$ cat src/rtl/seq_mult_32b.sv
// seq_mult_32b: sequential shift-and-add unsigned multiplier.
// Adds one partial product per clock over WIDTH cycles. The latency is fixed
// at WIDTH cycles, with no early exit for small operands.
//
// Ports:
//   clk      rising-edge clock
//   reset    asynchronous active-high reset; clears all state and outputs
//   start    request to multiply a by b; accepted in IDLE or DONE
//   a, b     unsigned operands, captured only when start is accepted
//   busy     high while iterating (CALC)
//   done     one-cycle completion pulse (DONE)
//   product  registered full 2*WIDTH-bit product; holds the last result
//   result   low half of product; feeds the ALU result mux
//   overflow registered; set when the upper half of product is non-zero
module seq_mult_32b #(
  parameter int unsigned WIDTH = 32
) (
  input  logic               clk,
  input  logic               reset,
  input  logic               start,
  input  logic [WIDTH-1:0]   a,
  input  logic [WIDTH-1:0]   b,
  output logic               busy,
  output logic               done,
  output logic [2*WIDTH-1:0] product,
  output logic [WIDTH-1:0]   result,
  output logic               overflow
);

  localparam int unsigned CntW = (WIDTH > 1) ? $clog2(WIDTH) : 1;

  typedef enum logic [1:0] {StIdle, StCalc, StDone} state_e;

  state_e             state_q, state_d;
  logic [2*WIDTH-1:0] acc_q, acc_d;
  logic [2*WIDTH-1:0] mcand_q, mcand_d;
  logic [WIDTH-1:0]   mplier_q, mplier_d;
  logic [CntW-1:0]    count_q, count_d;
  logic [2*WIDTH-1:0] product_q, product_d;
  logic               overflow_q, overflow_d;
  logic [2*WIDTH-1:0] acc_sum;

  // The accumulator is as wide as the full product, so this add cannot carry out.
  assign acc_sum = acc_q + (mplier_q[0] ? mcand_q : '0);

  always_comb begin
    state_d    = state_q;
    acc_d      = acc_q;
    mcand_d    = mcand_q;
    mplier_d   = mplier_q;
    count_d    = count_q;
    product_d  = product_q;
    overflow_d = overflow_q;
    unique case (state_q)
      StIdle, StDone: begin
        if (start) begin
          mcand_d  = {{WIDTH{1'b0}}, a};
          mplier_d = b;
          acc_d    = '0;
          count_d  = '0;
          state_d  = StCalc;
        end else begin
          state_d = StIdle;
        end
      end
      StCalc: begin
        acc_d    = acc_sum;
        mcand_d  = mcand_q << 1;
        mplier_d = mplier_q >> 1;
        count_d  = count_q + CntW'(1);
        if (count_q == CntW'(WIDTH - 1)) begin
          // The final iteration's add is included in the stored product.
          product_d  = acc_sum;
          overflow_d = |acc_sum[2*WIDTH-1:WIDTH];
          state_d    = StDone;
        end
      end
      default: state_d = StIdle;
    endcase
  end

  always_ff @(posedge clk or posedge reset) begin
    if (reset) begin
      state_q    <= StIdle;
      acc_q      <= '0;
      mcand_q    <= '0;
      mplier_q   <= '0;
      count_q    <= '0;
      product_q  <= '0;
      overflow_q <= 1'b0;
    end else begin
      state_q    <= state_d;
      acc_q      <= acc_d;
      mcand_q    <= mcand_d;
      mplier_q   <= mplier_d;
      count_q    <= count_d;
      product_q  <= product_d;
      overflow_q <= overflow_d;
    end
  end

  assign busy     = (state_q == StCalc);
  assign done     = (state_q == StDone);
  assign product  = product_q;
  assign result   = product_q[WIDTH-1:0];
  assign overflow = overflow_q;

endmodule

$ cat config.mk
export PLATFORM = sky130hd
export DESIGN_NAME = seq_mult_32b
export DESIGN_NICKNAME = d
export VERILOG_FILES = /design/src/rtl/seq_mult_32b.sv
export SDC_FILE = /design/constraint.sdc
export NUM_CORES = 1
export LEC_CHECK = 0
export BUFFER_PORTS_ARGS = -buffer_cell sky130_fd_sc_hd__buf_2
export CORE_MARGIN = 2
export CORE_UTILIZATION = 53
export CTS_CLUSTER_DIAMETER = 40
export DETAILED_ROUTE_END_ITERATION = 10
export PLACE_DENSITY = 0.77
export SLEW_MARGIN = 20
export SYNTH_ARGS = -nofsm -noshare
export SYNTH_HDL_FRONTEND = slang
export SYNTH_SLANG_ARGS = --single-unit
$ cat constraint.sdc
create_clock -name clk -period 6.1 [get_ports clk]
set_input_delay 0 -clock clk [delete_from_list [all_inputs] [get_ports clk]]
set_output_delay 0 -clock clk [all_outputs]
set_load 0.1 [all_outputs]
==> run_results.csv <==
group,metric,value,unit
status,outcome,"complete, no violations",
timing,final_max_slew_viol_count,0,
logic_synthesis,yosys.area_share.simple,0.175,
logic_synthesis,synth.most_common_cell,"nand2_1",
timing,fin_hold_ws,237,ps
critical_path,r2r_cells,16,
floorplan,io_pins,166,
flow_run,max-cap-violations,0,
finish,final-seq-area,5810,µm²
critical_path,cp_top_family,"simple AND/OR/NAND/NOR gates",
detailed_routing,totalWireLength,38500,µm
finish,multi_input_area,7040,µm²
finish,antenna_cells,0,
placed_design,gp_congestion,0.984,
detailed_routing,vias,11900,
timing,tns,0,ps
critical_path,critPathLaunchType,"register",
floorplan,start_util,0.538,
global_routing,grt_pass1_wl,62700,µm
floorplan,core.rowCount,58,
floorplan,fp.coreArea,25000,µm²
logic_synthesis,synth_async_sr_flop_share,1.00,
global_routing,grt-ovfl-total,0,
logic_synthesis,synth_adder_area_share,0.0619,
clock_network,clkTransAtPathRegs,50,ps
global_routing,grt_pass1_vias,11700,
detailed_routing,route.detailed.drc,0,
timing,hold_violations,0,
clock_network,cts_buffers,35,
critical_path,r2r-start,"mplier_q[0]",
clock_network,cts_sinks,232,
critical_path,cp-end-kind,"register",
timing,skew,15.4,ps
logic_synthesis,synth_xor_area_frac,0.0345,
logic_synthesis,synth_ff_type,"dfrtp_1",
timing,rsz0062_at_grt,"false",
critical_path,critical_path_arrival,4700,ps
global_routing,grt.total_usage,0.294,
critical_path,worst_path_max_delay_cell,"or4_1",
critical_path,cp_cell_sequence,"buf_4 -> and2_1 -> ha_1 -> inv_1 -> fa_1 -> nand2b_1 -> a21oi_1 -> o21ai_1 -> o211ai_1 -> a41oi_2 -> xor2_1 -> o31ai_1 -> or4_1 -> nor4b_1 -> and4_1 -> a21oi_1",
logic_synthesis,ys_top_cells_by_area,"dfrtp_1 43%, nand2_1 7.8%, ha_1 6.0%, a22o_1 5.1%, a22oi_1 3.5%",
critical_path,path_max_fanout,33,
critical_path,worstReg2RegEnd,"overflow",
finish,areaGrowthSynthToFinish,20.1,%
logic_synthesis,yosys_warnings,0,
detailed_routing,avgViaCountPerCell,5.97,
logic_synthesis,synth_area,13500,µm²
timing,max_freq,231,MHz
logic_synthesis,syn_avg_cell_area,9.20,µm²
critical_path,critPathBufInv,2,
logic_synthesis,syn_nets,1596,
placed_design,hpwl,26000,µm
timing,slew_headroom,0.363,
clock_network,htreeDepth,2,
clock_network,worstSkewPairLatency,520,ps
critical_path,crit_top_cell,"a21oi_1",
detailed_routing,dr.pass1.iters,6,
logic_synthesis,synth_top_family_by_area,"compound AO/OA/AOI/OAI gates",
finish,drive_above_1_share,0.176,
placed_design,portBuffers,165,
finish,nets,1765,
logic_synthesis,synth-compound-area-share,0.225,
critical_path,setup.worst_path.class,"reg2reg",
logic_synthesis,synth.area.mux_share,0.0258,
global_routing,antenna_found_initial,0,
timing,tightest_slew,956,ps
floorplan,fp.dieW,163,µm
clock_network,cts_buffer_depth,3,
logic_synthesis,ys_seq_elements,232,
finish,n_fill_cell,1998,
clock_network,cts_tree,"built",
clock_network,ctsRootBufferMaster,"clkbuf_16",
logic_synthesis,synth_common_cells,"279 x nand2_1, 232 x dfrtp_1, 89 x o21ai_0, 86 x a21oi_1, 79 x a22o_1",
detailed_routing,drt_iter0_markers,1209,
logic_synthesis,synth-edff-count,0,
floorplan,die_area,26700,µm²
critical_path,cp.depth,16,
logic_synthesis,yosysTopAreaCell,"dfrtp_1",
critical_path,reg2reg_slack,1780,ps
timing,min_period,4320,ps
logic_synthesis,yosysSeqAreaShare,0.431,
critical_path,critPathMaxStageDelay,500,ps
timing,setup_viol,0,
logic_synthesis,ys_types,69,
detailed_routing,postRouteAntennaNets,0,
detailed_routing,drt-wirelength-per-cell,19.4,µm
worst_hold_path,holdCritPathClass,"in2async",
floorplan,die_h,163,µm
logic_synthesis,syn_inst,1463,
critical_path,required,6480,ps
timing,fin_crit_sh,0.709,
global_routing,grt_max_degree,91,
logic_synthesis,synth_top_area_share,0.431,
finish,utilization,0.646,
-- area by class of cell --
class | count | area share
clock buffer | 37 | 0.0559
clock inverter | 27 | 0.0203
inverter | 24 | 0.00596
multi-input combinational | 1095 | 0.435
sequential | 232 | 0.359
tap | 330 | 0.0255
timing repair buffer | 244 | 0.0979
-- registers in the layout, summed over array words and instances (netlist names) --
register and flops:
acc_q 64, count_q 5, mcand_q 64, mplier_q 32, overflow 1, product 64
state_q 2
-- what timing repair did --
action / in CTS / in global routing
hold endpoints to repair: 105 / 0
hold buffers: 66 / 0
setup buffers: 0 / 0
resized for setup: 0 / 0
setup endpoints to repair: 0 / 0
-- kinds of logic (layout without fill, tap and decap cells) --
| family | Yosys count | in the layout |
|---|---|---|
| AND/OR/NAND/NOR | 510 | 510 |
| AO/OA/AOI/OAI | 435 | 435 |
| flip-flops | 232 | 232 |
| buffers and inverters | 136 | 332 |
| adder cells (fa/ha/maj) | 66 | 66 |
| XOR/XNOR | 53 | 53 |
| multiplexers | 31 | 31 |
-- worst max-delay path by stage --
stage | start | end | slack [ps]
2_1_floorplan | mplier_q[0] | overflow | 2250
3_3_place_gp | mplier_q[0] | overflow | 1930
3_5_place_dp | mplier_q[0] | overflow | 1870
4_1_cts | mplier_q[0] | overflow | 1820
5_1_grt | mplier_q[0] | overflow | 1410
6_report | mplier_q[0] | overflow | 1780
-- cell usage in the layout, fill, tap and decap left out, types with 16 or more instances in the layout --
cell type      netlist  routed
dfrtp_1            232     232
a22oi_1             63      63
mux2_2              30      30
nand2_1            279     278
and2_1              72      72
nor3_1              16      16
inv_1               22      21
xnor2_1             32      32
nand3_1             22      22
a21o_1              18      18
a22o_1              79      79
o21ai_0             89      89
nor2_1              46      45
dlygate4sd3_1        0      66
xor2_1              21      21
buf_2                5     165
clkbuf_16            0      36
a21oi_1             86      86
ha_1                65      65
nand4_1             23      23
-- metal layers --
layer,routed length [µm],track usage,vias up
met5,0,0,-
met1,17300,0.421,5777
met2,17600,0.456,434
li1,-,-,5589
met3,2560,0.0521,80
met4,1040,0.0905,0
-- worst min-delay path: stages --
cell and delay [ps]:
dlygate4sd3_1 530, buf_2 130, clkinvlp_4 610
-- stage by stage --
step,area [µm²],setup slack [ps],std cells
after floorplan,13500,2250,1463
after global placement,14300,1930,1859
after detailed placement,14300,1870,1859
after CTS,16200,1820,1989
after global routing,16200,1410,1989
final,16200,1780,1989
Power is not shown: default switching activity piles up to over one toggle a cycle in this logic, so the estimate is an artifact.
